File: config.mk
export PLATFORM = sky130hd
export DESIGN_NAME = lcfg_cfg_router
export DESIGN_NICKNAME = d
export VERILOG_FILES = /design/src/rtl/lcfg_cfg_router.sv
export SDC_FILE = /design/constraint.sdc
export NUM_CORES = 1
export LEC_CHECK = 0
export CORE_MARGIN = 1.5
export CORE_UTILIZATION = 40
export CTS_CLUSTER_DIAMETER = 120
export DETAILED_ROUTE_END_ITERATION = 12
export PLACE_DENSITY = 0.77
export SKIP_LAST_GASP = 1
export SYNTH_ARGS = -nofsm -noshare
export SYNTH_HDL_FRONTEND = slang
export SYNTH_SLANG_ARGS = --single-unit
File: constraint.sdc
create_clock -name clk -period 2.4 [get_ports clk]
set_input_delay 0.36 -clock clk [delete_from_list [all_inputs] [get_ports clk]]
set_output_delay 0.36 -clock clk [all_outputs]
set_load 0.005 [all_outputs]
File: src/rtl/lcfg_cfg_router.sv
// Config-bus router: registers a master access, forwards it to one of two targets by address bit,
// and bounds the wait with a timeout that completes the access and records a sticky error.
module lcfg_cfg_router #(
  parameter int          SPLIT_BIT  = 15,
  parameter int          TIMEOUT    = 255,
  parameter logic [31:0] TO_RD_DATA = 32'hDEADBEEF
) (
  input  logic        clk,
  input  logic        reset_n,
  input  logic        m_irdy,
  output logic        m_trdy,
  input  logic [15:0] m_addr,
  input  logic        m_write,
  input  logic [31:0] m_wr_data,
  output logic [31:0] m_rd_data,
  output logic [15:0] t_addr,
  output logic        t_write,
  output logic [31:0] t_wr_data,
  output logic        t0_irdy,
  input  logic        t0_trdy,
  input  logic [31:0] t0_rd_data,
  output logic        t1_irdy,
  input  logic        t1_trdy,
  input  logic [31:0] t1_rd_data,
  input  logic        err_clr,
  output logic        err_flag,
  output logic [15:0] err_addr
);

  // state | meaning
  // IDLE  | waiting for a master request
  // FWD   | request forwarded to selected target, counting wait cycles
  // DONE  | one-cycle completion pulse to the master
  typedef enum logic [2:0] {
    IDLE = 3'b001,
    FWD  = 3'b010,
    DONE = 3'b100
  } state_t;

  localparam bit          TO_EN   = (TIMEOUT != 0);
  localparam logic [15:0] TO_LAST = 16'(TIMEOUT - 1);

  state_t      state, state_nxt;
  logic        sel;
  logic [15:0] cnt;
  logic        accept;
  logic        trdy_hit;
  logic        timeout;
  logic        sel_trdy;
  logic [31:0] sel_rd_data;

  always_ff @(posedge clk) begin
    if (!reset_n) state <= IDLE;
    else          state <= state_nxt;
  end

  always_comb begin
    state_nxt   = state;
    accept      = 1'b0;
    trdy_hit    = 1'b0;
    timeout     = 1'b0;
    t0_irdy     = 1'b0;
    t1_irdy     = 1'b0;
    m_trdy      = 1'b0;
    sel_trdy    = sel ? t1_trdy : t0_trdy;
    sel_rd_data = sel ? t1_rd_data : t0_rd_data;
    case (state)
      IDLE: begin
        if (m_irdy) begin
          accept    = 1'b1;
          state_nxt = FWD;
        end
      end
      FWD: begin
        t0_irdy = ~sel;
        t1_irdy = sel;
        if (sel_trdy) begin
          trdy_hit  = 1'b1;
          state_nxt = DONE;
        end else if (TO_EN && (cnt == TO_LAST)) begin
          timeout   = 1'b1;
          state_nxt = DONE;
        end
      end
      DONE: begin
        m_trdy    = 1'b1;
        state_nxt = IDLE;
      end
      default: state_nxt = IDLE;
    endcase
  end

  always_ff @(posedge clk) begin
    if (!reset_n) begin
      sel       <= 1'b0;
      cnt       <= 16'd0;
      t_addr    <= 16'd0;
      t_write   <= 1'b0;
      t_wr_data <= 32'd0;
      m_rd_data <= 32'd0;
      err_flag  <= 1'b0;
      err_addr  <= 16'd0;
    end else begin
      if (accept) begin
        t_addr    <= m_addr;
        t_write   <= m_write;
        t_wr_data <= m_wr_data;
        sel       <= m_addr[SPLIT_BIT];
        cnt       <= 16'd0;
      end else if (state == FWD && state_nxt == FWD) begin
        cnt <= cnt + 16'd1;
      end

      if (trdy_hit && !t_write) m_rd_data <= sel_rd_data;
      else if (timeout && !t_write) m_rd_data <= TO_RD_DATA;

      // a timeout in the same cycle as err_clr keeps the flag set
      if (timeout) begin
        err_flag <= 1'b1;
        err_addr <= t_addr;
      end else if (err_clr) begin
        err_flag <= 1'b0;
      end
    end
  end

endmodule

# After elaboration in Yosys (flattened, before gate mapping)
# Cells that the tools add are included.
# classes
addsub	1
n_eq_ne	5
mux	20
bitwise_logic	2
n_reduce_logical	7
# ops
operator	count
32-bit two-way mux	3
16-bit by 1-bit adder with 16-bit output, second input constant	1
16-bit by 8-bit == test with 1-bit output, second input constant	1
1-bit two-way mux	13
3-bit two-way mux	3
3-bit by 2-bit == test with 1-bit output, second input constant	2
3-bit case mux with 2 select lines	1
2-bit nonzero test	2
3-bit by 1-bit == test with 1-bit output, second input constant	1
3-bit == test, second input constant	1
1-bit logical AND	3
1-bit inverter	2
2-bit OR reduction	1
1-bit logical NOT	1
# totals
ff_bits	118
inputBits	119
elab_cells	44

# Logic depth before layout (Yosys ltp)
# Gate-level depths: netlist of the first run.
# logic_depth
ltp_word	7
depth_mapped	8
ltp_nobuf	6

# Worst setup path before layout of the first run
# No wires, ideal clock.
# synth_path
path_type	register -> register
start	register cnt[10]
end	register m_rd_data[10]
setup_ps	59
arrival_time_ps	1957
required_ps	2341
slack_ps	384
path_stages_with_launch	7
cell_sequence	dfxtp_1 -> or4_4 -> or4_4 -> buf_6 -> a21oi_4 -> buf_6 -> o211a_1
# synth_between
elab_chain_cells	6
# synth_rtl
element	line	source
from (decl)	45	logic [15:0] cnt;
from (signal assigned)	111	cnt <= cnt + 16'd1;
16-bit by 8-bit == test with 1-bit output	80	end else if (TO_EN && (cnt == TO_LAST)) begin
1-bit two-way mux	80	
1-bit two-way mux	77	if (sel_trdy) begin
1-bit two-way mux	67	case (state)
1-bit logical AND	115	else if (timeout && !t_write) m_rd_data <= TO_RD_DATA;
2-bit nonzero test (no line)	--	
to (signal assigned)	114	if (trdy_hit && !t_write) m_rd_data <= sel_rd_data;
to (decl)	15	output logic [31:0] m_rd_data,
# Every way passes these cells.
# A chain may end at the register's enable or synchronous reset.

# Worst setup path in the final report of the first run
# layout_path
start	register state[1]
end	output port t0_irdy
# layout_between
elab_chain_cells	2
# layout_rtl
element	line	source
from (decl)	43	state_t state, state_nxt;
from (signal assigned)	54	else state <= state_nxt;
3-bit by 2-bit == test with 1-bit output	67	
1-bit two-way mux	67	
to (decl)	19	output logic t0_irdy,
# Every way passes these cells.

==> results.sh, run 1 <==
export IMPL_cts_resized=0
export IMPL_slew_headroom_pct=63.7
export IMPL_initial_utilization_pct=40.8
export IMPL_via_count=4953
export IMPL_slowest_stage="clkdlybuf4s50_1"
export IMPL_final_core_util_pct=65.4
export IMPL_cap_violations=0
export IMPL_syn_area_sq_um=4880
export IMPL_worstPathRequired_ns=2.04
export IMPL_critical_path_depth=3
export IMPL_post_cts_buffers=0
export IMPL_dp_hpwl_um=10600
export IMPL_die_h_um=114
export IMPL_syn_area_per_cell_sq_um=8.63
export IMPL_die_x_um=114
export IMPL_synth_area_leader_cell="dfxtp_1"
export IMPL_grt_use_met1_pct=27.2
export IMPL_num_rows=40
export IMPL_cts_path_max_buffers=2
export IMPL_area_delta_synth_final_pct=60.1
export IMPL_setup_tns_ns=0
export IMPL_slew_violations=0
export IMPL_antenna_left=0
export IMPL_status="completed"
export IMPL_period_minus_slack_ns=2.28
export IMPL_cts_made_buffers=17
export IMPL_synth_nets=687
export IMPL_cts_hold_buf=0
export IMPL_clkTransAtPathRegs_ns=0.05
export IMPL_grt_pass1_wl_um=23700
export IMPL_grt_overflow_total=0
export IMPL_whs_ns=0.457
export IMPL_use_met3_pct=7.17
export IMPL_synth_common_cells="nand2_1, dfxtp_1, a21oi_1"
export IMPL_synth_edf_count=0
export IMPL_place_area_sq_um=7250
export IMPL_antenna_cells=0
export IMPL_worst_setup_path_type="reg2out"
export IMPL_clock_sinks=117
export IMPL_fillers=938
export IMPL_met2_usage_pct=39.6
export IMPL_io_pins=220
export IMPL_hold_viol_final=0
export IMPL_cts_root_buf="clkbuf_16"
export IMPL_io_buffers=219
export IMPL_yosys_top_cells_area="dfxtp_1, nand2_1, a21oi_1"
export IMPL_cp_top_family="simple AND/OR/NAND/NOR gates"
export IMPL_synth_most_common_cell="nand2_1"
export IMPL_worstMarginPinSlew_ns=0.545
export IMPL_grt_pass1_vias=4779
export IMPL_fin_area_sq_um=7820
export IMPL_coreArea_sq_um=12000
export IMPL_hold_depth=2
export IMPL_synth_top_flop_cell="dfxtp_1"
export IMPL_route_detailed_wl_per_inst_um=16.1
export IMPL_drive_gt1_share_pct=8.39
export IMPL_synth_top_area_share_pct=48.0
export IMPL_ys_async_sr_fraction_pct=0
export IMPL_syn_inst=566
export IMPL_rr_worst_depth=5
export IMPL_setup_viol=0
export IMPL_crit_path_start_kind="flop"
export IMPL_clock_latency_ns=0.42
export IMPL_hold_class="reg2reg"
export IMPL_crit_path_max_fanout=6
export IMPL_busiest_layer="met2"
export IMPL_wirelength_um=15000
export IMPL_drc=0
export IMPL_globalRouteTotalUtil_pct=23.3
export IMPL_ys_seq_area_share_pct=48.0
export IMPL_ys_ff_latch=117
export IMPL_cp_cell_sequence="or3b_2, nor2_1, clkdlybuf4s50_1"
export IMPL_gp_congestion=0.839
export IMPL_ir_drop_uv=488
export IMPL_drt_iter0_markers=318
export IMPL_synthDistinctLibCells=39
export IMPL_cp_num_buf_inv=1
export IMPL_drt_pass1_iterations=4
export IMPL_max_stage_delay_ns=0.56
export IMPL_ys_warn_count=0
export IMPL_cts_tree="yes"
export IMPL_rsz0062_at_grt="no"
export IMPL_die_area_sq_um=12900
export IMPL_critPathArrivalTime_ns=1.92
export IMPL_via_per_inst=5.30
export IMPL_finalCritPeriodShare_pct=94.9
export IMPL_p_per_area_nw_per_um2=655
export IMPL_htreeDepth=4
export IMPL_antenna_found_initial=0
export IMPL_leakage_nw=2.99
export IMPL_cp_end_kind="output port"
export IMPL_clock_fmax_mhz=439
export IMPL_grt_max_degree=55
export IMPL_final_nets=897
export IMPL_fin_skew_ns=0.00865
==> state kept, by name, indices dropped and copies added, names as in the netlist <==
name,cells
cnt,16
err_addr,16
err_flag,1
m_rd_data,32
state,3
t_addr,16
t_wr_data,32
t_write,1
==> layer usage <==
layer / wire length (um) / part of all wire, %
met2: 7700 / 51
met3: 967 / 6.4
met5: 0 / 0
met1: 5990 / 40
met4: 378 / 2.5
==> worst min-delay path, delay by kind of cell, from the launching register on <==
kind            cells  cell delay [ns]
simple gates        1             0.05
compound gates      1             0.05
flops               1             0.30
==> path summary, 6_finish.rpt <==
check                      from             to  slack (ns)
setup / recovery       state[1]        t0_irdy        0.12
hold / removal    t_wr_data[27]  t_wr_data[27]        0.46
setup reg to reg        cnt[10]   err_addr[12]        0.25
hold reg to reg   t_wr_data[27]  t_wr_data[27]        0.46
==> logic make-up (layout without fill, tap and decap cells) <==
family / count (synthesis) / after routing / share of synthesized area, %
simple gates: 207 / 207 / 19.9
compound gates: 153 / 153 / 19.5
flops: 117 / 117 / 48.0
buf+inv: 52 / 273 / 4.74
mux: 35 / 35 / 7.38
fa+ha+maj: 2 / 2 / 0.512
==> report_power, final <==
part	internal, mW	total [mW]	switching, mW
clock network	1.56	2.43	0.873
logic	0.378	0.624	0.246
registers	2.01	2.06	0.0479
total	3.95	5.12	1.17
==> metrics by stage <==
stage	worst slack, ns	cells	power [mW]
finish	0.123	934	5.12
floorplan	0.384	566	2.32
global placement	0.195	904	2.71
CTS	0.0564	934	5.16
detailed placement	0.150	904	2.72
global route	0.0434	934	5.30
==> final cells by class <==
type | instances | area [sq um] | area share, %
clock buffers | 21 | 460 | 5.89
clock inverters | 9 | 105 | 1.34
inverters | 6 | 22.5 | 0.288
multi-input cells | 397 | 2340 | 29.9
flip-flops and latches | 117 | 2340 | 30.0
well taps | 147 | 184 | 2.35
repair buffers | 237 | 2360 | 30.2
==> placed cells by master, fill, tap and decap left out, types with 3 or more instances in the layout <==
cell	synthesis	layout
a22oi_1	8	8
buf_12	0	3
o211a_1	24	24
clkinv_2	0	3
o21ai_0	19	19
mux2_2	8	8
or4_1	10	10
mux2i_1	27	27
and4_1	4	4
or3_1	5	5
nor2_1	5	4
nand2_1	130	130
nand3_1	30	30
inv_1	6	5
nand4_1	5	5
a21oi_1	87	87
o31ai_1	10	10
clkbuf_16	0	17
buf_4	1	15
clkinvlp_4	0	4
clkdlybuf4s50_1	0	219
dfxtp_1	117	115
Note: power is estimated with default switching activity, not from simulation.
==> run 2: changes to the inputs <==
CORE_UTILIZATION = 42   (was 40)
PLACE_DENSITY = 0.81   (was 0.77)
==> results.sh, run 2 (synthesis results as in run 1) <==
export IMPL_status="completed"
export IMPL_use_met3_pct=7.27
export IMPL_setup_tns_ns=0
export IMPL_hold_depth=2
export IMPL_clock_latency_ns=0.40
export IMPL_leakage_nw=3.04
export IMPL_cp_end_kind="output port"
export IMPL_slowest_stage="or3b_2"
export IMPL_busiest_layer="met2"
export IMPL_final_cells=935
export IMPL_finalCritPeriodShare_pct=96.6
export IMPL_die_area_sq_um=12300
export IMPL_route_detailed_wl_per_inst_um=16.3
export IMPL_io_pins=220
export IMPL_rsz0062_at_grt="no"
export IMPL_cts_path_max_buffers=2
export IMPL_antenna_found_initial=0
export IMPL_hold_viol_final=0
export IMPL_setup_viol=0
export IMPL_place_area_sq_um=7260
export IMPL_num_rows=39
export IMPL_cts_made_buffers=17
export IMPL_cap_violations=0
export IMPL_layout_commonest_cell="clkdlybuf4s50_1"
export IMPL_period_minus_slack_ns=2.32
export IMPL_grt_overflow_total=0
export IMPL_place_inst=903
export IMPL_worstPathRequired_ns=2.04
export IMPL_cts_tree="yes"
export IMPL_drive_gt1_share_pct=8.84
export IMPL_pwr_share_comb_pct=11.9
export IMPL_cts_hold_buf=0
export IMPL_cts_resized=0
export IMPL_coreArea_sq_um=11400
export IMPL_final_cell_mix="clkdlybuf4s50_1, nand2_1, dfxtp_1"
export IMPL_io_buffers=219
export IMPL_wirelength_um=15200
export IMPL_clkTransAtPathRegs_ns=0.05
export IMPL_swShare_pct=21.5
export IMPL_via_per_inst=5.44
export IMPL_power_total_mw=5.30
export IMPL_worstMarginPinSlew_ns=0.531
export IMPL_power_internal_mw=4.16
export IMPL_area_delta_synth_final_pct=61.3
export IMPL_worst_setup_path_type="reg2out"
export IMPL_die_h_um=111
export IMPL_antenna_left=0
export IMPL_clock_sinks=117
export IMPL_max_stage_delay_ns=0.52
export IMPL_antenna_cells=0
export IMPL_drt_iter0_markers=284
export IMPL_met2_usage_pct=43.3
export IMPL_multiInputGateArea_sq_um=2340
export IMPL_top_regs="m_rd_data (32), t_wr_data (32)"
export IMPL_fin_area_sq_um=7880
export IMPL_cts_root_buf="clkbuf_16"
export IMPL_clock_power_share_pct=49.3
export IMPL_grt_pass1_vias=5107
export IMPL_dp_hpwl_um=11100
export IMPL_power_frac_seq_pct=38.9
export IMPL_grt_max_degree=36
export IMPL_via_count=5091
export IMPL_fin_skew_ns=0.0121
export IMPL_clock_fmax_mhz=431
export IMPL_drt_pass1_iterations=5
export IMPL_r2r_slack_ns=0.25
export IMPL_slew_headroom_pct=64.5
export IMPL_fillers=905
export IMPL_cp_cell_sequence="or3b_2, nor2_1, clkdlybuf4s50_1"
export IMPL_slew_violations=0
export IMPL_htreeDepth=4
export IMPL_crit_path_max_fanout=6
export IMPL_critPathArrivalTime_ns=1.96
export IMPL_initial_utilization_pct=43.0
export IMPL_gp_congestion=0.818
export IMPL_p_sw_mw=1.14
export IMPL_drc=0
export IMPL_grt_pass1_wl_um=24600
export IMPL_post_cts_buffers=0
export IMPL_p_per_area_nw_per_um2=673
export IMPL_hold_class="reg2reg"
export IMPL_rr_worst_depth=5
export IMPL_ir_drop_uv=583
export IMPL_globalRouteTotalUtil_pct=24.6
export IMPL_grt_use_met1_pct=27.2
export IMPL_die_x_um=111
export IMPL_regArea_sq_um=2340
export IMPL_final_nets=900
export IMPL_crit_path_start_kind="flop"
==> run 2: cell types whose count changed in the layout (fill, tap and decap cells not counted), sizes merged <==
cell	delta
buf	+3
clkinvlp	-2
clkbuf	+3
bufinv	+1
==> run 2: worst paths after layout <==
path                  from             to
max               state[1]        t0_irdy
max reg2reg        cnt[10]    err_addr[9]
min reg2reg  t_wr_data[15]  t_wr_data[15]
min          t_wr_data[15]  t_wr_data[15]
==> run 2: stage by stage <==
stage	setup WS, ns	util [%]	hold WS [ns]
2_1_floorplan	0.384	-	0.453
3_3_place_gp	0.0664	63.8	0.441
3_5_place_dp	0.0418	63.8	0.447
4_1_cts	0.0584	69.3	0.455
5_1_grt	0.00172	69.3	0.473
6_report	0.0821	69.3	0.453
==> run 2: cell type report <==
class / count / area share, %
Multi-Input combinational cell: 397 / 29.7
Inverter: 6 / 0.286
Clock inverter: 8 / 1.52
Timing Repair Buffer: 240 / 30.1
Sequential cell: 117 / 29.7
Clock buffer: 24 / 6.37
Tap cell: 143 / 2.27
==> run 2: routing by layer <==
metal	routed length [um]	share of wire, %	vias to the layer above
met3	1050	6.9	32
met2	8020	53	186
met5	0	0	-
met1	5770	38	2443
met4	405	2.7	0
li1	-	-	2430
==> run 2: critical path: cells and delay by family, from the launching register on <==
family | cells | cell delay (ns)
and+or+nand+nor | 2 | 0.63
buffers and inverters | 1 | 0.51
DFF | 1 | 0.43
==> run 2: power by group through the flow <==
stage / clock network (mW) / registers (mW) / logic (mW)
after global routing: 2.74 / 2.07 / 0.680
after floorplan: 0 / 2.10 / 0.226
final: 2.61 / 2.06 / 0.629
after global placement: 0 / 2.10 / 0.614
after CTS: 2.64 / 2.06 / 0.632
after detailed placement: 0 / 2.10 / 0.627
